==> config.mk <==
export PLATFORM = sky130hd
export DESIGN_NAME = approximate_adder_error_monitor
export DESIGN_NICKNAME = d
export VERILOG_FILES = /design/src/rtl/approximate_adder_error_monitor.sv
export SDC_FILE = /design/constraint.sdc
export NUM_CORES = 1
export LEC_CHECK = 0
export CORE_MARGIN = 1
export CORE_UTILIZATION = 50
export CTS_CLUSTER_SIZE = 28
export DETAILED_ROUTE_END_ITERATION = 8
export PLACE_DENSITY_LB_ADDON = 0.3
export SYNTH_ARGS = -nofsm -noshare
export SYNTH_HDL_FRONTEND = slang
export SYNTH_SLANG_ARGS = --single-unit
export TNS_END_PERCENT = 50
==> constraint.sdc <==
create_clock -name clk -period 4.07 [get_ports clk]
set_input_delay 1.0175 -clock clk [delete_from_list [all_inputs] [get_ports clk]]
set_output_delay 1.0175 -clock clk [all_outputs]
set_load 0.1 [all_outputs]
==> src/rtl/approximate_adder_error_monitor.sv <==
// Response-side checker for approximate adders: recomputes A+B+cin for each
// accepted sample and accumulates error statistics over a programmed run length.
// Ports:
//   clk, rst              clock, asynchronous active-high reset
//   start, n_target       begin a run of n_target samples (honoured in IDLE/DONE)
//   in_valid, in_ready    sample handshake
//   A, B, cin, sum, cout  operands and the approximate result under test
//   samples, err_count    accepted samples / erroneous samples this run
//   err_dist_sum          saturating sum of |exact - approx|
//   max_err_dist          largest |exact - approx| this run
//   busy, done            run in progress / results final
module approximate_adder_error_monitor #(
  parameter int unsigned WIDTH = 8,
  parameter int unsigned CNT_W = 16,
  parameter int unsigned ACC_W = 24
) (
  input  logic               clk,
  input  logic               rst,
  input  logic               start,
  input  logic [CNT_W-1:0]   n_target,
  input  logic               in_valid,
  output logic               in_ready,
  input  logic [WIDTH-1:0]   A,
  input  logic [WIDTH-1:0]   B,
  input  logic               cin,
  input  logic [WIDTH-1:0]   sum,
  input  logic               cout,
  output logic [CNT_W-1:0]   samples,
  output logic [CNT_W-1:0]   err_count,
  output logic [ACC_W-1:0]   err_dist_sum,
  output logic [WIDTH:0]     max_err_dist,
  output logic               busy,
  output logic               done
);

  localparam int unsigned RES_W = WIDTH + 1;
  // Accumulator addition is done one bit wider than either operand so the
  // saturation test sees the true sum even when ACC_W < RES_W.
  localparam int unsigned SUM_W = ((ACC_W > RES_W) ? ACC_W : RES_W) + 1;
  localparam logic [ACC_W-1:0] ACC_MAX = '1;

  localparam logic [1:0] S_IDLE  = 2'd0;
  localparam logic [1:0] S_RUN   = 2'd1;
  localparam logic [1:0] S_DRAIN = 2'd2;
  localparam logic [1:0] S_DONE  = 2'd3;

  logic [1:0]       state, state_d;
  logic [CNT_W-1:0] n_lat;
  logic             s1_valid;
  logic [RES_W-1:0] s1_dist;

  logic             accept_c;
  logic             start_ok_c;
  logic [RES_W-1:0] exact_c, approx_c, dist_c;
  logic [SUM_W-1:0] acc_ext_c;
  logic [ACC_W-1:0] acc_next_c;

  assign accept_c = in_valid & in_ready;

  // Stage-1 arithmetic and stage-2 saturating accumulate
  always_comb begin
    exact_c    = RES_W'(A) + RES_W'(B) + RES_W'(cin);
    approx_c   = {cout, sum};
    dist_c     = (exact_c >= approx_c) ? (exact_c - approx_c) : (approx_c - exact_c);
    acc_ext_c  = SUM_W'(err_dist_sum) + SUM_W'(s1_dist);
    acc_next_c = (acc_ext_c > SUM_W'(ACC_MAX)) ? ACC_MAX : ACC_W'(acc_ext_c);
  end

  // Next-state logic
  always_comb begin
    state_d    = state;
    start_ok_c = 1'b0;
    case (state)
      S_IDLE, S_DONE: begin
        if (start) begin
          start_ok_c = 1'b1;
          state_d    = (n_target == '0) ? S_DONE : S_RUN;
        end
      end
      S_RUN: begin
        if (accept_c && ((samples + CNT_W'(1)) == n_lat)) state_d = S_DRAIN;
      end
      S_DRAIN: state_d = S_DONE;
      default: state_d = S_IDLE;
    endcase
  end

  // State register
  always_ff @(posedge clk or posedge rst) begin
    if (rst) state <= S_IDLE;
    else     state <= state_d;
  end

  // Status outputs registered from the next state so they align with it
  always_ff @(posedge clk or posedge rst) begin
    if (rst) begin
      in_ready <= 1'b0;
      busy     <= 1'b0;
      done     <= 1'b0;
    end else begin
      in_ready <= (state_d == S_RUN);
      busy     <= (state_d == S_RUN) || (state_d == S_DRAIN);
      done     <= (state_d == S_DONE);
    end
  end

  // Run length, sample counter and stage-1 pipeline register
  always_ff @(posedge clk or posedge rst) begin
    if (rst) begin
      n_lat    <= '0;
      samples  <= '0;
      s1_valid <= 1'b0;
      s1_dist  <= '0;
    end else begin
      s1_valid <= accept_c;
      if (accept_c) s1_dist <= dist_c;
      if (start_ok_c) begin
        n_lat   <= n_target;
        samples <= '0;
      end else if (accept_c) begin
        samples <= samples + CNT_W'(1);
      end
    end
  end

  // Stage-2 statistics
  always_ff @(posedge clk or posedge rst) begin
    if (rst) begin
      err_count    <= '0;
      err_dist_sum <= '0;
      max_err_dist <= '0;
    end else if (start_ok_c) begin
      err_count    <= '0;
      err_dist_sum <= '0;
      max_err_dist <= '0;
    end else if (s1_valid) begin
      if (s1_dist != '0) err_count <= err_count + CNT_W'(1);
      err_dist_sum <= acc_next_c;
      if (s1_dist > max_err_dist) max_err_dist <= s1_dist;
    end
  end

endmodule

==> impl_metrics.ini, run 1 <==
[yosys]
synth_cell_types = 63
synth_top_area_cell = dfrtp_1
synth_cells = 748
yosys.area.top_type_share = 0.3700
synth_ff_type = dfrtp_1
syn_area_per_cell_sq_um = 8.680
synth_fp_nets = 847
synth_edf_count = 0
synth.area.top_cells = dfrtp_1 37%, ha_1 9.3%, nand2_1 5.0%
ys_async_sr_fraction = 1.000
ys.warnings.count = 0
yosysSeqAreaShare = 0.3700
synth-seq-cells = 96
syn_area_sq_um = 6492

[global_routing]
grt_pass1_vias = 5805
grt_pass1_wl_um = 27590
grt_use_total = 0.2624
grt_max_degree = 70
grt_overflow_total = 0
antenna_found_initial = 0

[route]
antenna_left = 0
drt_iter0_drc = 479
drtPass1Iterations = 5
wl_um = 16970
drt-vias-per-instance = 5.655
drc_errors = 0
routedWlPerCell_um = 15.65
vias = 6130

[clock_network]
cts-root-buf = clkbuf_16
h-tree-depth = 3
cts.sinks = 96
hold_buffers = 0
clkSlewWorstSetupHoldPaths_ns = 0.07
cts_made_buffers = 9
clkLatencyLatePin_ns = 0.35
cts_tree = done
clk_path_buf_depth = 2

[floorplanning]
die_w_um = 116.0
io_pins = 114
dieArea_sq_um = 13440
coreArea_sq_um = 12620
num_rows = 41
dieHeight_um = 116.0
start_util = 0.5145

[timing]
fin_crit_ns = 4.249
finClkSkew_ns = 0.007693
setup_slack_ns = -0.1789
whs_ns = 0.5009
drv_slew = 0
hold_viol_final = 0
maxSlewHeadroom = 0.3231
rsz0062_at_grt = true
max_freq_ghz = 0.2354
fin_crit_sh = 1.044
worst_pin_slew_ns = 1.012
setup_violations = 1

[worst_setup_path]
critPathCaptureType = register
critPathLaunchType = input port
critPathKind = input port to register
cp_data_arrival_time_ns = 4.50
cp_max_fo = 4
worst_ep_required_time_ns = 4.32

[cells_and_area]
drive_above_1_share = 0.1239
multiInputGateArea_sq_um = 3909
regArea_sq_um = 2402
area_growth_pct = 34.03
n_antenna_cell = 0
fillers = 1040
fin_nets = 1007

[place]
io_buffers = 113
dp_hpwl_um = 12630
gp_congestion = 0.8778
post-place-ws_ns = -1.024

[worst_hold_path]
hold_path.class = register to register

[flow_run]
cap_violations = 0

[power]
irDropWorstVdd_mv = 0.4086
p_per_area_nw_per_um2 = 618.8
leakagePower_nw = 3.926

[outcome]
violations = negative setup slack
status = finished with violations
## synthesized netlist by cell type (3+ instances only)
library cell / instances
o21ai_0: 48
ha_1: 48
and2_1: 7
and4_1: 8
clkbuf_1: 22
a21o_1: 13
inv_1: 50
xor2_1: 31
a211oi_1: 10
nand2_1: 86
a21oi_1: 57
a21boi_0: 3
o211ai_1: 3
nand2b_1: 3
nor2b_1: 6
nor3_1: 18
o21a_1: 10
nor4_1: 7
o2111ai_1: 3
a311oi_1: 3
nand3_1: 31
fa_1: 5
or3_1: 10
nor2_1: 54
mux2i_1: 5
xnor2_1: 28
dfrtp_1: 96
and3_1: 9
a31oi_1: 9
o31ai_1: 3
o21bai_1: 5
nand4_1: 16
## worst paths after layout
path,depth (start not counted),slack (ns),start,to
setup reg to reg,10,0.78,s1_dist[0],err_dist_sum[17]
min in group asynchronous,2,1.18,rst,err_dist_sum[21]
max in group asynchronous,3,2.15,rst,busy
setup / recovery,18,-0.18,A[0],s1_dist[6]
hold / removal,2,0.50,n_lat[15],n_lat[15]
hold reg to reg,2,0.50,n_lat[15],n_lat[15]
## report_power, final
group	internal [mW]	switching [mW]
sequential	1.18	0.267
combinational	1.06	1.83
clock	0.677	0.373
total	2.92	2.47
## kinds of logic after synthesis
kind of cell             count (synthesis)  share of synthesized area
buffers and inverters                   77                    0.04606
adder cells (fa/ha/maj)                 53                     0.1079
multiplexers                             7                    0.01176
flip-flops                              96                     0.3700
AO/OA/AOI/OAI                          191                     0.1867
AND/OR/NAND/NOR                        265                     0.1979
XOR/XNOR                                59                    0.07959
## cell usage in the layout, fill, tap and decap left out, types with 4 or more instances in the layout
cell             netlist  final
ha_1                  48     46
a21oi_1               57     55
buf_4                  0     60
and3_1                 9      9
o21ai_0               48     45
nand4_1               16     16
o21bai_1               5      4
mux2i_1                5      4
clkbuf_16              0      9
xnor2_1               28     28
xor2_1                31     31
o21a_1                10     10
clkdlybuf4s50_1        0    104
nor2_1                54     54
and2_1                 7      6
and4_1                 8      8
a31oi_1                9      8
o21ai_1                2      4
a21oi_2                2      4
or3_1                 10     10
a211oi_1              10     10
nor3_1                18     18
inv_1                 50     46
bufinv_16              0      4
nand2_1               86     86
a21o_1                13     13
nand3_1               31     30
nor2b_1                6      6
buf_6                  1      4
dfrtp_1               96     96
nor4_1                 7      7
## metrics by stage
step	cells	cell area (sq um)	TNS (ns)	power [mW]	util
floorplan	748	6521	-0.4771	3.476	-
detailed placement	1057	8148	-5.392	4.242	0.6456
global placement	1057	8148	-4.832	4.152	0.6456
global route	1084	8702	-0.8877	5.726	0.6896
CTS	1079	8588	-0.2252	5.331	0.6805
finish	1084	8702	-0.1789	5.385	0.6896
## sequential cells by signal, indices dropped and copies added (netlist names), 2 cells and up
register / flops
max_err_dist: 9
samples: 16
n_lat: 16
err_count: 16
s1_dist: 9
state: 2
err_dist_sum: 24
## layout make-up
cell class,count,area share
multi-input combinational,575,0.4492
sequential,96,0.2761
timing repair buffer,176,0.1861
clock buffer,10,0.02746
tap,172,0.02473
inverter,50,0.02171
clock inverter,5,0.01481
## worst max-delay path, stage by stage
cell and delay, ns:
buf_6 0.09, fa_2 0.39, inv_2 0.06, fa_2 0.20
inv_2 0.04, a21oi_2 0.11, o21bai_1 0.09, a21oi_1 0.15
o21bai_1 0.10, xor2_1 0.17, ha_1 0.34, a21o_1 0.19
a31o_1 0.23, o211ai_4 0.25, nand3_2 0.12, and4_1 0.23
or4_4 0.51, a31o_1 0.22
## per-layer routing
| metal | track usage | up-vias | routed length (um) |
|---|---|---|---|
| met3 | 0.03347 | 24 | 672 |
| met1 | 0.3504 | 2971 | 7789 |
| met2 | 0.4409 | 176 | 8230 |
| met4 | 0.08718 | 0 | 278 |
| li1 | - | 2959 | - |
| met5 | 0 | - | 0 |
## repair_timing
| item | CTS | global route |
|---|---|---|
| setup endpoints to repair | 8 | 7 |
| setup buffers | 7 | 5 |
| resized for setup | 24 | 21 |
| pin swaps | 14 | 20 |
Note: power is estimated with default switching activity, not from simulation.
==> inputs of run 2 (changes only) <==
Settings changed: CAP_MARGIN set to 15.
==> results of run 2 <==
The final DEF is identical to that of run 1; final timing and power are the same.
